`src/rtl/fsm_ctrl.sv`:
```
// rtl/fsm_ctrl.sv - compute pipeline phase sequencer; optional auto-advance under FSM_AUTO_EN
module fsm_ctrl #(
    parameter int FSM_BITS = 5
) (
    input  logic                clk,
    input  logic                reset,
    input  logic                auto,
    input  logic                start,
    input  logic                man_reset,
    input  logic                flag_firstload_end,
    input  logic                flag_cpb0_end,
    input  logic                flag_cpb1_end,
    input  logic                flag_cpb2_end,
    input  logic                flag_cpbldnew_end,
    input  logic                flag_cpb3_end,
    input  logic                flag_cpb4_end,
    output logic                busy,
    output logic [FSM_BITS-1:0] out_current_state,
    output logic [FSM_BITS-1:0] out_prev_state
);

    typedef enum logic [FSM_BITS-1:0] {
        S_IDLE        = FSM_BITS'(0),
        S_FIRST_LOAD  = FSM_BITS'(1),
        S_CPB_0       = FSM_BITS'(2),
        S_CPB_1       = FSM_BITS'(3),
        S_CPB_2       = FSM_BITS'(4),
        S_CPB_LOADNEW = FSM_BITS'(5),
        S_CPB_3       = FSM_BITS'(6),
        S_CPB_4       = FSM_BITS'(7)
    } state_t;

    state_t                r_state;
    logic   [FSM_BITS-1:0] r_prev;
    logic                  r_done;

    state_t                w_next;
    logic                  w_flag_cur;
    logic                  w_done_eff;
    logic                  w_auto;
    logic                  w_go;
    logic                  w_adv;
    logic                  w_change;

`ifdef FSM_AUTO_EN
    assign w_auto = auto;
`else
    // Port kept so the interface is identical in both builds.
    logic w_auto_unused;
    assign w_auto_unused = auto;
    assign w_auto        = 1'b0;
`endif

    // Select the end flag belonging to the current phase; other flags are ignored.
    always_comb begin
        w_flag_cur = 1'b0;
        case (r_state)
            S_FIRST_LOAD:  w_flag_cur = flag_firstload_end;
            S_CPB_0:       w_flag_cur = flag_cpb0_end;
            S_CPB_1:       w_flag_cur = flag_cpb1_end;
            S_CPB_2:       w_flag_cur = flag_cpb2_end;
            S_CPB_LOADNEW: w_flag_cur = flag_cpbldnew_end;
            S_CPB_3:       w_flag_cur = flag_cpb3_end;
            S_CPB_4:       w_flag_cur = flag_cpb4_end;
            default:       w_flag_cur = 1'b0;
        endcase
    end

    // A flag seen in this very cycle counts as done, so a one-cycle pulse is enough.
    assign w_done_eff = r_done | w_flag_cur;
    assign w_go       = start | w_auto;
    assign w_adv      = w_done_eff & w_go;

    // Next-state logic: manual reset wins, illegal codes fall back to IDLE.
    always_comb begin
        w_next = r_state;
        if (man_reset) begin
            w_next = S_IDLE;
        end else begin
            case (r_state)
                S_IDLE:        if (w_go)  w_next = S_FIRST_LOAD;
                S_FIRST_LOAD:  if (w_adv) w_next = S_CPB_0;
                S_CPB_0:       if (w_adv) w_next = S_CPB_1;
                S_CPB_1:       if (w_adv) w_next = S_CPB_2;
                S_CPB_2:       if (w_adv) w_next = S_CPB_LOADNEW;
                S_CPB_LOADNEW: if (w_adv) w_next = S_CPB_3;
                S_CPB_3:       if (w_adv) w_next = S_CPB_4;
                S_CPB_4:       if (w_adv) w_next = S_CPB_0;
                default:       w_next = S_IDLE;
            endcase
        end
    end

    assign w_change = (w_next != r_state);

    // State register; previous state only moves when the state actually changes.
    always_ff @(posedge clk or posedge reset) begin
        if (reset) begin
            r_state <= S_IDLE;
            r_prev  <= '0;
        end else begin
            r_state <= w_next;
            if (w_change) begin
                r_prev <= r_state;
            end
        end
    end

    // Sticky done bit: cleared on any transition or manual reset so it never leaks into the next phase.
    always_ff @(posedge clk or posedge reset) begin
        if (reset) begin
            r_done <= 1'b0;
        end else if (man_reset || w_change) begin
            r_done <= 1'b0;
        end else if (w_flag_cur) begin
            r_done <= 1'b1;
        end
    end

    assign busy              = (r_state != S_IDLE) && !w_done_eff;
    assign out_current_state = r_state;
    assign out_prev_state    = r_prev;

endmodule

```
`config.mk`:
```
export PLATFORM = sky130hd
export DESIGN_NAME = fsm_ctrl
export DESIGN_NICKNAME = d
export VERILOG_FILES = /design/src/rtl/fsm_ctrl.sv
export SDC_FILE = /design/constraint.sdc
export NUM_CORES = 1
export LEC_CHECK = 0
export ABC_AREA = 1
export CORE_MARGIN = 5
export CORE_UTILIZATION = 40
export CTS_CLUSTER_SIZE = 14
export DETAILED_ROUTE_END_ITERATION = 10
export PLACE_DENSITY = 0.73
export SYNTH_ARGS = -nofsm -noshare
export SYNTH_HDL_FRONTEND = slang
export SYNTH_SLANG_ARGS = --single-unit
```
`constraint.sdc`:
```
create_clock -name clk -period 1.91 [get_ports clk]
set_clock_uncertainty 0.15 [all_clocks]
set_input_delay 0.382 -clock clk [delete_from_list [all_inputs] [get_ports clk]]
set_output_delay 0.382 -clock clk [all_outputs]
set_load 0.01 [all_outputs]
```
==> out/qor.csv, run 1 <==
metric,value,unit
outcome,"complete, but fails checks",
failing checks,negative setup slack,
XOR/XNOR Fraction of Synth Area,0,%
area of the core,1730,um^2
Synth Warn #,0,
DR vias,908,
Hold WC Path Type,in -> async,
Met3 Wirelength,124,um
htree depth,1,
routability cong.,0.949,
CP most frequent cell,nand2_1,
unrepaired setup endpoints after global routing,yes,
Peak VDD IR,0.433,mV
Final Hold Fails,0,
drc violations,0,
final setup fails,9,
Worst Path Required,1.92,ns
I/O Buffers,21,
GRT Overall Usage,19.3,%
CP max stage delay,0.47,ns
die area,2750,um^2
met2 wire len,1.25,mm
highest metal used,met4,
largest family of logic cells by synthesized area,simple AND/OR/NAND/NOR gates,
Switching Share,26.9,%
P_sw,0.140,mW
Power per Cell Area,382,nW/um^2
global-route wire length before repair,3.91,mm
"Async S/R FF share, synth",100,%
CTS tree,done,
area of the multi-input gates,483,um^2
post-synthesis sequential area ratio,38.3,%
#FFs+latches synth,11,
Synth area leaders,"dfrtp_1 (38%), nand2_1 (19%), nand3_1 (7.0%)",
Clk network pwr share,30.9,%
crit-path max FO,6,
Max Transition Viols Final,0,
mux share of post-synthesis cell area,0,%
Yosys top cell by area,dfrtp_1,
crit path DAT,2.18,ns
Post-Synth Simple-Gate Area,48.2,%
Yosys top cell area share,38.3,%
nets@finish,178,
vias in the first global route,914,
number of distinct library cells after synthesis,18,
DR pass1 iterations,4,
n_diodes,0,
CTS root buffer,clkbuf_4,
clock buffer count from CTS,3,
Rows,15,
Post-synth EDFFs,0,
syn_area_per_cell,6.85,um^2
DR iter-0 viols,22,
top-count cell post-synth,nand2_1,
Initial Util,41.7,%
antenna violation net count after detailed routing,0,
kind of critical path,reg -> reg,
Wirelength per Cell,13.1,um
hold buffer count at CTS,0,
Worst-Skew Late Latency,0.27,ns
Via density,4.78,
setup ws final,-0.256,ns
ys flop type,dfrtp_1,
Synth Area in Compound Gates,3.48,%
Die Ht,52.4,um
register area,278,um^2
Final Cycle Share,113,%
worst r2r path cells,17,
Total Power,0.521,mW
fraction of layout cells with a size suffix above 1,48.5,%
largest net degree at the start of global routing,12,
Period minus WS final,2.17,ns
initial antenna violation count,0,
# fillers,123,
crit-path cells,"inv_2, nor2_2, nand4_1, nand2_1, nor2_2, nand3_2, buf_6, nand2_8, nand2_1, nand2_1, nand2_1, nand2_1, nand2_2, nor2_8, nand2_4, nand2_2, nand2_2",
Combinational Power Share,21.8,%
I/O pins,23,
fin util,79.1,%
Internal,0.381,mW
Gate Count Post-Synth,105,
Syn-to-layout area delta,89.7,%
Max Fclk,462,MHz
Congestion Overflow GR,0,
max-cap violations,0,
fin area,1370,um^2
DP Wirelength,1.55,mm
total clock sinks,11,
Reg power frac,47.4,%
RR Startpoint,out_current_state[0],
wl on met1,1.03,mm
slowest CP cell,dfrtp_2,
Critical Path Start Type,register,
clock edge transition at the registers on the reported setup and hold paths,0.07,ns
LEAKAGE,0.746,nW
Worst R2R End,out_prev_state[2],
CP endpoint kind,register,
WL final,2.48,mm
Post-Synth Adder-Cell Area,0,%
Die Width,52.4,um
mapped cell area,719,um^2
FF-to-FF setup slack,-0.26,ns
synth cell count leaders,"nand2_1 (37), inv_1 (13), dfrtp_1 (11)",
Placed Area,1130,um^2
Max Root-Sink Buffers,2,
==> power groups by stage <==
stage               Clock, mW  Combinational, mW  Sequential [mW]
finish                  0.161              0.114            0.247
global route            0.173              0.123            0.248
CTS                     0.163              0.107            0.246
detailed placement          0              0.101            0.249
global placement            0             0.0997            0.249
floorplan                   0             0.0362            0.252
==> metal layers <==
| metal | GRT usage, % | up-vias |
|---|---|---|
| li1 | - | 447 |
| met1 | 21.7 | 412 |
| met2 | 34.3 | 38 |
| met3 | 3.42 | 11 |
| met4 | 9.79 | 0 |
| met5 | 0 | - |
==> kinds of logic (layout without fill, tap and decap cells) <==
family	count (synthesis)	after routing
AO/OA/AOI/OAI	4	4
buffers and inverters	17	76
flip-flops	11	11
other	1	2
AND/OR/NAND/NOR	72	72
==> metrics by stage <==
| step | setup TNS (ns) | std cells | setup WS (ns) | hold slack, ns |
|---|---|---|---|---|
| floorplan | -0.00366 | 106 | -0.00366 | 0.0844 |
| global placement | -2.37 | 173 | -0.383 | 0.339 |
| detailed placement | -2.93 | 173 | -0.418 | 0.350 |
| CTS | -1.16 | 186 | -0.210 | 0.261 |
| global route | -2.87 | 190 | -0.411 | 0.287 |
| finish | -1.61 | 190 | -0.256 | 0.243 |
==> registers in the layout, indices dropped and copies added (netlist names) <==
| register | flops |
|---|---|
| out_prev_state | 5 |
| out_current_state | 5 |
| r_done | 1 |
==> layout make-up <==
class	instances	share of cell area, %
Clock buffer	4	1.92
Inverter	15	4.12
Multi-Input combinational cell	78	35.4
Sequential cell	11	20.3
Tap cell	25	2.29
Timing Repair Buffer	57	35.9
==> worst max-delay path, delay by kind of cell (launching register included) <==
kind	cells	cell delay [ns]
flip-flops	1	0.47
AND/OR/NAND/NOR	15	1.20
buffers and inverters	2	0.23
==> repair_timing <==
action                     4_1_cts  5_1_grt
resized for setup               28       17
setup endpoints to repair        9       12
pin swaps                       13       15
setup buffers                   10        5
==> how the worst max path moves through the flow <==
stage	start	endpoint	slack, ns	cells after the start
after floorplan	out_current_state[3]	out_prev_state[1]	-0.004	15
after global placement	flag_cpb0_end	busy	-0.38	7
after detailed placement	flag_cpb0_end	busy	-0.42	7
after CTS	out_current_state[4]	out_prev_state[1]	-0.21	15
after global routing	out_current_state[1]	out_prev_state[2]	-0.41	17
final	out_current_state[0]	out_prev_state[2]	-0.26	17
==> cell usage in the layout (no fill, tap or decap), types with 3 or more instances in the layout <==
cell / instances
buf_4: 33
nand2_1: 29
clkdlybuf4s50_1: 15
nand2_2: 9
dfrtp_1: 9
inv_2: 8
nand3_1: 8
inv_1: 7
nor2_2: 5
nand4_1: 4
nand2_4: 4
nor2_1: 4
buf_6: 4
nor2_4: 3
nand3_2: 3
clkbuf_4: 3
(Power assumes the default switching activity.)
==> inputs of run 2 (changes only) <==
--- a/config.mk
+++ b/config.mk
@@ -11,6 +11,7 @@
 export CTS_CLUSTER_SIZE = 14
 export DETAILED_ROUTE_END_ITERATION = 10
 export PLACE_DENSITY = 0.73
+export REMOVE_ABC_BUFFERS = 1
 export SYNTH_ARGS = -nofsm -noshare
 export SYNTH_HDL_FRONTEND = slang
 export SYNTH_SLANG_ARGS = --single-unit
==> run 2 against run 1 <==
Effect of this change:
- the run still ends with negative setup slack left
- clock-buffer cell count did not move
- sequential share of layout area rose by 1.5 points
- combinational power fell by 4%
- highest routed layer unchanged
- clock power barely moved
- non-clock buffer count fell by 5
- design area fell by 6.3%
- largest cell class is now multi-input gates
- die area did not move
- sequential power barely moved
- flip-flop and latch count did not move
- global-route usage fell by 2.3 points
- critical path depth fell by 2
- routed wire length fell by 11%
==> out/qor.csv, run 2 (synthesis gave the netlist of run 1 again) <==
metric,value,unit,change
Congestion Overflow GR,0,,unchanged
fraction of layout cells with a size suffix above 1,45.6,%,-2.9 points
RR Startpoint,out_current_state[3],,
area of the core,1730,um^2,unchanged
I/O Buffers,21,,unchanged
# fillers,144,,+17%
Die Width,52.4,um,unchanged
I/O pins,23,,unchanged
"commonest non-fill, non-tap cell in the layout",nand2_1,,
clock edge transition at the registers on the reported setup and hold paths,0.07,ns,about the same
Critical Path Start Type,register,,
worst r2r path cells,15,,-2
Fin Hold WS,0.240,ns,-0.00342 ns
DR pass1 iterations,4,,unchanged
Final Cycle Share,111,%,-2.4 points
unrepaired setup endpoints after global routing,yes,,
Initial Util,41.7,%,unchanged
Worst-Skew Late Latency,0.27,ns,about the same
Combinational Power Share,21.2,%,-0.6 points
Clk network pwr share,31.2,%,+0.3 points
GRT Overall Usage,17.0,%,-2.3 points
Hold WC Path Type,in -> async,,
fin util,74.1,%,-5.0 points
most frequent cells in the layout,"nand2_1 (33), buf_4 (32), clkdlybuf4s50_1 (15)",,
hold buffer count at CTS,0,,unchanged
DR iter-0 viols,5,,-77%
Syn-to-layout area delta,77.7,%,
Via density,4.66,,-2.4%
crit path DAT,2.13,ns,-0.05 ns
CP endpoint kind,register,,
largest net degree at the start of global routing,12,,unchanged
Rows,15,,unchanged
drc violations,0,,unchanged
setup ws final,-0.210,ns,+0.0465 ns
Final Hold Fails,0,,unchanged
DR vias,863,,-5.0%
max-cap violations,0,,unchanged
Max Fclk,472,MHz,+2.2%
final setup fails,8,,-1
Reg power frac,47.6,%,+0.2 points
n_diodes,0,,unchanged
Max Transition Viols Final,0,,unchanged
global-route wire length before repair,3.49,mm,-11%
Worst Path Required,1.92,ns,about the same
kind of critical path,reg -> reg,,
die area,2750,um^2,unchanged
WL final,2.21,mm,-11%
Wirelength per Cell,11.9,um,-8.7%
outcome,"complete, but fails checks",,
Internal,0.380,mW,-0.36%
Peak VDD IR,0.486,mV,+12%
Die Ht,52.4,um,unchanged
CTS tree,done,,
DP Wirelength,1.58,mm,+1.7%
Switching Share,26.8,%,-0.078 points
P_sw,0.139,mW,-0.76%
htree depth,1,,unchanged
CTS root buffer,clkbuf_4,,
Total Power,0.519,mW,-0.47%
FF-to-FF setup slack,-0.21,ns,+0.05 ns
antenna violation net count after detailed routing,0,,unchanged
Power per Cell Area,406,nW/um^2,+6.2%
nets@finish,173,,-2.8%
Period minus WS final,2.12,ns,-0.0465 ns
Worst R2R End,out_prev_state[2],,
total clock sinks,11,,unchanged
crit-path max FO,7,,+1
failing checks,negative setup slack,,
clock buffer count from CTS,3,,unchanged
Max Root-Sink Buffers,2,,unchanged
vias in the first global route,836,,-8.5%
initial antenna violation count,0,,unchanged
routability cong.,0.884,,-6.9%
LEAKAGE,0.708,nW,-5.1%
## run 2: changes by cell type in the layout (fill, tap and decap cells not counted), sizes merged
cell	before	now
dlymetal6s2s	2	1
buf	38	34
## run 2: how the worst max path moves through the flow
stage,startpoint,endpoint,cells past startpoint
after floorplan,out_current_state[3],out_prev_state[2],14
after global placement,flag_cpb0_end,busy,7
after detailed placement,flag_cpbldnew_end,busy,7
after CTS,out_current_state[3],out_prev_state[2],17
after global routing,out_current_state[3],out_prev_state[1],15
final,out_current_state[3],out_prev_state[2],15
## run 2: through the flow
stage / cells / worst slack (ns) / cell area (um^2) / TNS [ns]
floorplan: 104 / -0.207 / 711 / -0.956
global placement: 175 / -0.396 / 1140 / -2.53
detailed placement: 175 / -0.408 / 1140 / -2.76
CTS: 185 / -0.178 / 1240 / -1.04
global route: 185 / -0.394 / 1280 / -2.60
finish: 185 / -0.210 / 1280 / -1.13
## run 2: layout make-up
type	count	area [um^2]	share of cell area, %
clock buffer	4	26.3	2.05
inverter	15	56.3	4.40
multi-input combinational	78	449	35.1
sequential	11	279	21.8
timing repair buffer	52	437	34.1
tap	25	31.3	2.45
## run 2: what timing repair did
action	CTS	global route
pin swaps	0	10
buffers inserted	6	1
endpoints found under the setup margin	9	10
gates resized for setup	16	21
## run 2: worst max-delay path, stage by stage (launching register included)
cell,delay [ns]
dfrtp_1,0.43
nor2_4,0.22
nand4_1,0.12
nand2_1,0.10
nor2_2,0.04
nand3_2,0.08
buf_6,0.10
nand2_4,0.06
a21oi_2,0.12
nand2_1,0.09
nand2_1,0.08
nand2_2,0.09
nor2_8,0.15
nand2_4,0.07
nand2_1,0.06
nand2_1,0.05
## run 2: metal layers
metal | GRT usage [%] | share of wire, % | up-vias
met5 | 0 | 0 | -
met4 | 5.11 | 1.1 | 0
met3 | 3.70 | 5.9 | 2
met2 | 31.6 | 52 | 20
met1 | 18.9 | 41 | 406
li1 | - | - | 435
## run 2: power by group through the flow
stage | Clock [mW] | Combinational, mW | Sequential (mW)
after global routing | 0.182 | 0.118 | 0.248
after floorplan | 0 | 0.0341 | 0.252
final | 0.162 | 0.110 | 0.247
after detailed placement | 0 | 0.102 | 0.249
after CTS | 0.169 | 0.108 | 0.245
after global placement | 0 | 0.0997 | 0.249
